### src/rtl/seg7_scan_ctrl.sv
// Eight-digit multiplexed seven-segment scan controller with a frame-synchronous
// double buffer, per-digit enable/decimal point and leading-zero blanking.
module seg7_scan_ctrl #(
  parameter int unsigned REFRESH_DIV = 100000
) (
  input  logic        clk,
  input  logic        reset_n,
  input  logic        load,
  input  logic [31:0] value_in,
  input  logic [7:0]  digit_en_in,
  input  logic [7:0]  dp_in,
  input  logic        blank_lz_in,
  output logic [3:0]  hex,
  output logic [7:0]  anode,
  output logic        dp_n,
  output logic        frame_done,
  output logic        pending
);

  localparam int unsigned DIV_W = (REFRESH_DIV > 1) ? $clog2(REFRESH_DIV) : 1;
  localparam logic [DIV_W-1:0] DIV_LAST = DIV_W'(REFRESH_DIV - 1);

  logic [DIV_W-1:0] div_q, div_d;
  logic [2:0]       idx_q, idx_d;

  logic [31:0] disp_val_q, disp_val_d;
  logic [7:0]  disp_en_q, disp_en_d;
  logic [7:0]  disp_dp_q, disp_dp_d;
  logic        disp_blank_q, disp_blank_d;

  logic [31:0] pend_val_q, pend_val_d;
  logic [7:0]  pend_en_q, pend_en_d;
  logic [7:0]  pend_dp_q, pend_dp_d;
  logic        pend_blank_q, pend_blank_d;
  logic        pending_q, pending_d;

  logic [7:0]  anode_q, anode_d;
  logic [3:0]  hex_q, hex_d;
  logic        dp_n_q, dp_n_d;
  logic        frame_done_q, frame_done_d;

  logic        tick;
  logic        boundary;
  logic [7:0]  nz_from;
  logic [7:0]  digit_on;
  logic        nz_acc;

  always_comb begin
    tick     = (div_q == DIV_LAST);
    boundary = tick && (idx_q == 3'd7);
    div_d    = tick ? '0 : div_q + 1'b1;
    idx_d    = tick ? idx_q + 3'd1 : idx_q;
  end

  // The boundary moves the buffer contents as they stood before this edge,
  // so a coincident load survives in the buffer for the following frame.
  always_comb begin
    disp_val_d   = disp_val_q;
    disp_en_d    = disp_en_q;
    disp_dp_d    = disp_dp_q;
    disp_blank_d = disp_blank_q;
    pend_val_d   = pend_val_q;
    pend_en_d    = pend_en_q;
    pend_dp_d    = pend_dp_q;
    pend_blank_d = pend_blank_q;
    pending_d    = pending_q;

    if (boundary && pending_q) begin
      disp_val_d   = pend_val_q;
      disp_en_d    = pend_en_q;
      disp_dp_d    = pend_dp_q;
      disp_blank_d = pend_blank_q;
    end
    if (boundary) begin
      pending_d = 1'b0;
    end
    if (load) begin
      pend_val_d   = value_in;
      pend_en_d    = digit_en_in;
      pend_dp_d    = dp_in;
      pend_blank_d = blank_lz_in;
      pending_d    = 1'b1;
    end
    frame_done_d = boundary;
  end

  // nz_from[i] is set when any nibble at position i or above is non-zero.
  always_comb begin
    nz_from  = '0;
    digit_on = '0;
    nz_acc   = 1'b0;
    for (int i = 7; i >= 0; i--) begin
      nz_acc     = nz_acc | (|disp_val_q[4*i +: 4]);
      nz_from[i] = nz_acc;
    end
    for (int i = 0; i < 8; i++) begin
      digit_on[i] = disp_en_q[i] && (!disp_blank_q || (i == 0) || nz_from[i]);
    end
  end

  always_comb begin
    anode_d = 8'hFF;
    hex_d   = 4'h0;
    dp_n_d  = 1'b1;
    if (digit_on[idx_q]) begin
      anode_d = ~(8'b1 << idx_q);
      hex_d   = disp_val_q[{idx_q, 2'b00} +: 4];
      dp_n_d  = ~disp_dp_q[idx_q];
    end
  end

  always_ff @(posedge clk or negedge reset_n) begin
    if (!reset_n) begin
      div_q        <= '0;
      idx_q        <= '0;
      disp_val_q   <= '0;
      disp_en_q    <= '0;
      disp_dp_q    <= '0;
      disp_blank_q <= 1'b0;
      pend_val_q   <= '0;
      pend_en_q    <= '0;
      pend_dp_q    <= '0;
      pend_blank_q <= 1'b0;
      pending_q    <= 1'b0;
      anode_q      <= 8'hFF;
      hex_q        <= 4'h0;
      dp_n_q       <= 1'b1;
      frame_done_q <= 1'b0;
    end else begin
      div_q        <= div_d;
      idx_q        <= idx_d;
      disp_val_q   <= disp_val_d;
      disp_en_q    <= disp_en_d;
      disp_dp_q    <= disp_dp_d;
      disp_blank_q <= disp_blank_d;
      pend_val_q   <= pend_val_d;
      pend_en_q    <= pend_en_d;
      pend_dp_q    <= pend_dp_d;
      pend_blank_q <= pend_blank_d;
      pending_q    <= pending_d;
      anode_q      <= anode_d;
      hex_q        <= hex_d;
      dp_n_q       <= dp_n_d;
      frame_done_q <= frame_done_d;
    end
  end

  assign anode      = anode_q;
  assign hex        = hex_q;
  assign dp_n       = dp_n_q;
  assign frame_done = frame_done_q;
  assign pending    = pending_q;

endmodule

### config.mk
export PLATFORM = sky130hd
export DESIGN_NAME = seg7_scan_ctrl
export DESIGN_NICKNAME = d
export VERILOG_FILES = /design/src/rtl/seg7_scan_ctrl.sv
export SDC_FILE = /design/constraint.sdc
export NUM_CORES = 1
export LEC_CHECK = 0
export ABC_AREA = 1
export CAP_MARGIN = 30
export CORE_ASPECT_RATIO = 1.75
export CORE_MARGIN = 2
export CORE_UTILIZATION = 35
export CTS_CLUSTER_SIZE = 28
export DETAILED_ROUTE_END_ITERATION = 16
export SKIP_CTS_REPAIR_TIMING = 1
export SLEW_MARGIN = 10
export SYNTH_ARGS = -nofsm -noshare
export SYNTH_HDL_FRONTEND = slang
export SYNTH_SLANG_ARGS = --single-unit
### constraint.sdc
create_clock -name clk -period 3.6 [get_ports clk]
set_input_delay 1.08 -clock clk [delete_from_list [all_inputs] [get_ports clk]]
set_output_delay 1.08 -clock clk [all_outputs]
set_load 0.1 [all_outputs]
==> reports/qor.json <==
{
  "max_cap_viol_count": {"value": 0},
  "critical_path.startpoint_type": {"value": "register"},
  "vias_in_the_first_global_route": {"value": 4563},
  "relSlewSlack": {"value": 42.2, "unit": "%"},
  "synth-seq-cells": {"value": 133},
  "fillers": {"value": 1658},
  "num_rows": {"value": 62},
  "post_synth_num_cell_types": {"value": 31},
  "clock_root_buffer": {"value": "sky130_fd_sc_hd__clkbuf_16"},
  "drt_wl_total": {"value": 13100, "unit": "um"},
  "area.growth.synth_to_final": {"value": 25.1, "unit": "%"},
  "grt_pass1_wl": {"value": 22300, "unit": "um"},
  "final_net_count": {"value": 809},
  "top_metal_layer_carrying_routed_signals": {"value": "met4"},
  "cts_tree": {"value": "built"},
  "number_of_buffers_created_by_cts": {"value": 17},
  "status": {"value": "complete, no violations"},
  "antenna_violating_nets_post_route": {"value": 0},
  "place.detailed.hpwl": {"value": 9370, "unit": "um"},
  "finalWorstPathRequiredPeriod": {"value": 2.38, "unit": "ns"},
  "cts.sink_count": {"value": 133},
  "dr.first_iter.drc_count": {"value": 214},
  "routed-wl-met2": {"value": 6870, "unit": "um"},
  "synth_top_cells_by_area": {"value": "sky130_fd_sc_hd__dfrtp_1 53%, sky130_fd_sc_hd__nand2_1 14%, sky130_fd_sc_hd__inv_1 6.7%"},
  "antenna_cells": {"value": 0},
  "final_min_period_over_clock_period": {"value": 66.2, "unit": "%"},
  "worstMarginPinSlew": {"value": 0.867, "unit": "ns"},
  "die_outline_width": {"value": 102, "unit": "um"},
  "die_footprint": {"value": 17900, "unit": "um^2"},
  "drt-pass1-iter-count": {"value": 5},
  "power.density_cell_area": {"value": 484, "unit": "nW/um^2"},
  "critPathArrivalTime": {"value": 2.69, "unit": "ns"},
  "vdd_ir_drop_max": {"value": 269, "unit": "uV"},
  "area_inside_the_core_boundary": {"value": 16400, "unit": "um^2"},
  "critPathCaptureType": {"value": "register"},
  "maximum_number_of_pins_on_one_net_before_global_route_repair": {"value": 79},
  "routedWlPerCell": {"value": 13.3, "unit": "um"},
  "fin_tns_setup": {"value": 0, "unit": "ns"},
  "die_h": {"value": 176, "unit": "um"},
  "wirelength_met1": {"value": 5450, "unit": "um"},
  "finClkSkew": {"value": 0.00973, "unit": "ns"},
  "static-leakage-power": {"value": 4.16, "unit": "nW"},
  "synthesis.instances": {"value": 686},
  "mean_post_synth_cell_area": {"value": 8.59, "unit": "um^2"},
  "detailroute.via_count": {"value": 4343},
  "most-common-layout-cells": {"value": "224 x sky130_fd_sc_hd__nand2_1, 124 x sky130_fd_sc_hd__dfrtp_1, 105 x sky130_fd_sc_hd__inv_1, 49 x sky130_fd_sc_hd__clkdlybuf4s50_1"},
  "hold_violation_total_from_the_final_report": {"value": 0},
  "worstSkewPairLatency": {"value": 0.42, "unit": "ns"},
  "synth_top_area_share": {"value": 52.6, "unit": "%"},
  "multi_input_area": {"value": 2020, "unit": "um^2"},
  "timing.final.setup_violations": {"value": 0},
  "synth_nets": {"value": 745},
  "deepest_level_of_the_cts_h_tree": {"value": 4},
  "total_power": {"value": 3.57, "unit": "mW"},
  "initial_utilization": {"value": 35.8, "unit": "%"},
  "final_core_util": {"value": 44.8, "unit": "%"},
  "synthesis.yosys.warnings": {"value": 0},
  "worst_hold_path_type": {"value": "register to register"},
  "finalWeightedCongestion": {"value": 0.863},
  "critical_path_class": {"value": "register to register"},
  "pin_count": {"value": 67},
  "yosysSeqAreaShare": {"value": 56.6, "unit": "%"},
  "via_per_inst": {"value": 4.40},
  "timing.fmax": {"value": 420, "unit": "MHz"},
  "synth_top_area_cell": {"value": "sky130_fd_sc_hd__dfrtp_1"},
  "clock_tree.buffer_depth": {"value": 2},
  "clkTransAtPathRegs": {"value": 0.06, "unit": "ns"},
  "synth.cell_area": {"value": 5900, "unit": "um^2"},
  "met3_wirelength": {"value": 335, "unit": "um"},
  "drive_gt1_share": {"value": 9.96, "unit": "%"},
  "overflow": {"value": 0},
  "post-route-drc-count": {"value": 0},
  "portBuffers": {"value": 66},
  "critPathMaxFanout": {"value": 78},
  "track_usage": {"value": 16.2, "unit": "%"},
  "sequential_cell_area": {"value": 3340, "unit": "um^2"},
  "final-max-slew-violation-count": {"value": 0},
  "grt_setup_unrepaired": {"value": "no"},
  "worst-endpoint-required": {"value": 3.91, "unit": "ns"},
  "layout_commonest_cell": {"value": "sky130_fd_sc_hd__nand2_1"},
  "antenna_found_initial": {"value": 0}
}
area by class of cell:
class | instances | area share (%)
inverters | 111 | 5.65
multi-input cells | 415 | 27.4
clock buffers | 20 | 6.19
clock inverters | 12 | 2.41
repair buffers | 72 | 9.30
flip-flops and latches | 133 | 45.3
well taps | 224 | 3.80
worst max-delay path, stage by stage, from the launching register on:
cell and delay, ns:
sky130_fd_sc_hd__dfrtp_1 0.58, sky130_fd_sc_hd__ha_1 0.31, sky130_fd_sc_hd__ha_1 0.24, sky130_fd_sc_hd__nand4_4 0.09, sky130_fd_sc_hd__buf_4 0.64, sky130_fd_sc_hd__mux2i_1 0.27
sky130_fd_sc_hd__inv_1 0.06
flip-flops by register name (all words and copies together) (netlist names):
signal	cells
disp_dp_q	8
disp_blank_q	1
pend_blank_q	1
frame_done	1
idx_q	3
dp_n	1
disp_val_q	32
pend_val_q	32
hex	4
anode	8
pending	1
pend_dp_q	8
disp_en_q	8
div_q	17
pend_en_q	8
cells by family (layout without fill, tap and decap cells):
| kind of cell | count (synthesis) | after routing | synth area share (%) |
|---|---|---|---|
| buf+inv | 138 | 215 | 9.27 |
| simple gates | 293 | 293 | 20.5 |
| xor+xnor | 3 | 3 | 0.446 |
| mux | 20 | 20 | 3.40 |
| flops | 133 | 133 | 56.6 |
| fa+ha+maj | 7 | 7 | 1.49 |
| compound gates | 92 | 92 | 8.23 |
per-stage QoR:
| stage | std cells | hold slack [ns] | area, um^2 | setup WS [ns] |
|---|---|---|---|---|
| 2_1_floorplan | 686 | 0.433 | 5900 | 1.60 |
| 3_3_place_gp | 955 | 0.449 | 6740 | 1.31 |
| 3_5_place_dp | 955 | 0.455 | 6740 | 1.24 |
| 4_1_cts | 987 | 0.470 | 7370 | 1.23 |
| 5_1_grt | 987 | 0.478 | 7370 | 1.01 |
| 6_report | 987 | 0.461 | 7370 | 1.22 |
layer usage:
metal,track usage [%],vias up
met5,0,-
met4,8.06,0
met3,3.10,27
met2,28.2,79
met1,18.6,1965
li1,-,2272
final timing paths:
kind | start | endpoint | slack [ns] | depth (start not counted)
worst max-delay path | idx_q[1] | disp_en_q[7] | 1.22 | 6
worst min-delay path | div_q[0] | div_q[0] | 0.46 | 1
worst max register to register | idx_q[1] | disp_en_q[7] | 1.22 | 6
worst min register to register | div_q[0] | div_q[0] | 0.46 | 1
max in group asynchronous | reset_n | disp_val_q[14] | 2.00 | 3
min in group asynchronous | reset_n | pend_dp_q[7] | 0.69 | 1
synthesized netlist by cell type:
master                       n
sky130_fd_sc_hd__nor2_1     24
sky130_fd_sc_hd__o21ai_0    30
sky130_fd_sc_hd__nand4_2     1
sky130_fd_sc_hd__nor2_4      2
sky130_fd_sc_hd__dfstp_2     9
sky130_fd_sc_hd__nand4_1    14
sky130_fd_sc_hd__o21a_1      1
sky130_fd_sc_hd__nor3_2      1
sky130_fd_sc_hd__inv_1     105
sky130_fd_sc_hd__nor3b_1     1
sky130_fd_sc_hd__nor2_2      2
sky130_fd_sc_hd__nand2_2     1
sky130_fd_sc_hd__nor3_1      4
sky130_fd_sc_hd__buf_6       3
sky130_fd_sc_hd__a22oi_1     1
sky130_fd_sc_hd__dfrtp_1   124
sky130_fd_sc_hd__nor4_1      4
sky130_fd_sc_hd__nand2_1   224
sky130_fd_sc_hd__o21ai_1    21
sky130_fd_sc_hd__clkbuf_1   18
sky130_fd_sc_hd__buf_2       5
sky130_fd_sc_hd__buf_1       1
sky130_fd_sc_hd__a221oi_1    3
sky130_fd_sc_hd__nand3_1    15
sky130_fd_sc_hd__o211ai_1    1
sky130_fd_sc_hd__a21oi_1    30
sky130_fd_sc_hd__xor2_1      3
sky130_fd_sc_hd__ha_1        7
sky130_fd_sc_hd__inv_2       6
sky130_fd_sc_hd__a31oi_1     5
sky130_fd_sc_hd__mux2i_1    20
power breakdown:
group / internal [mW] / switching, mW
Clock: 1.19 / 0.642
Combinational: 0.0758 / 0.0787
Sequential: 1.55 / 0.0318
No activity file was read; power rests on OpenSTA's default activity.
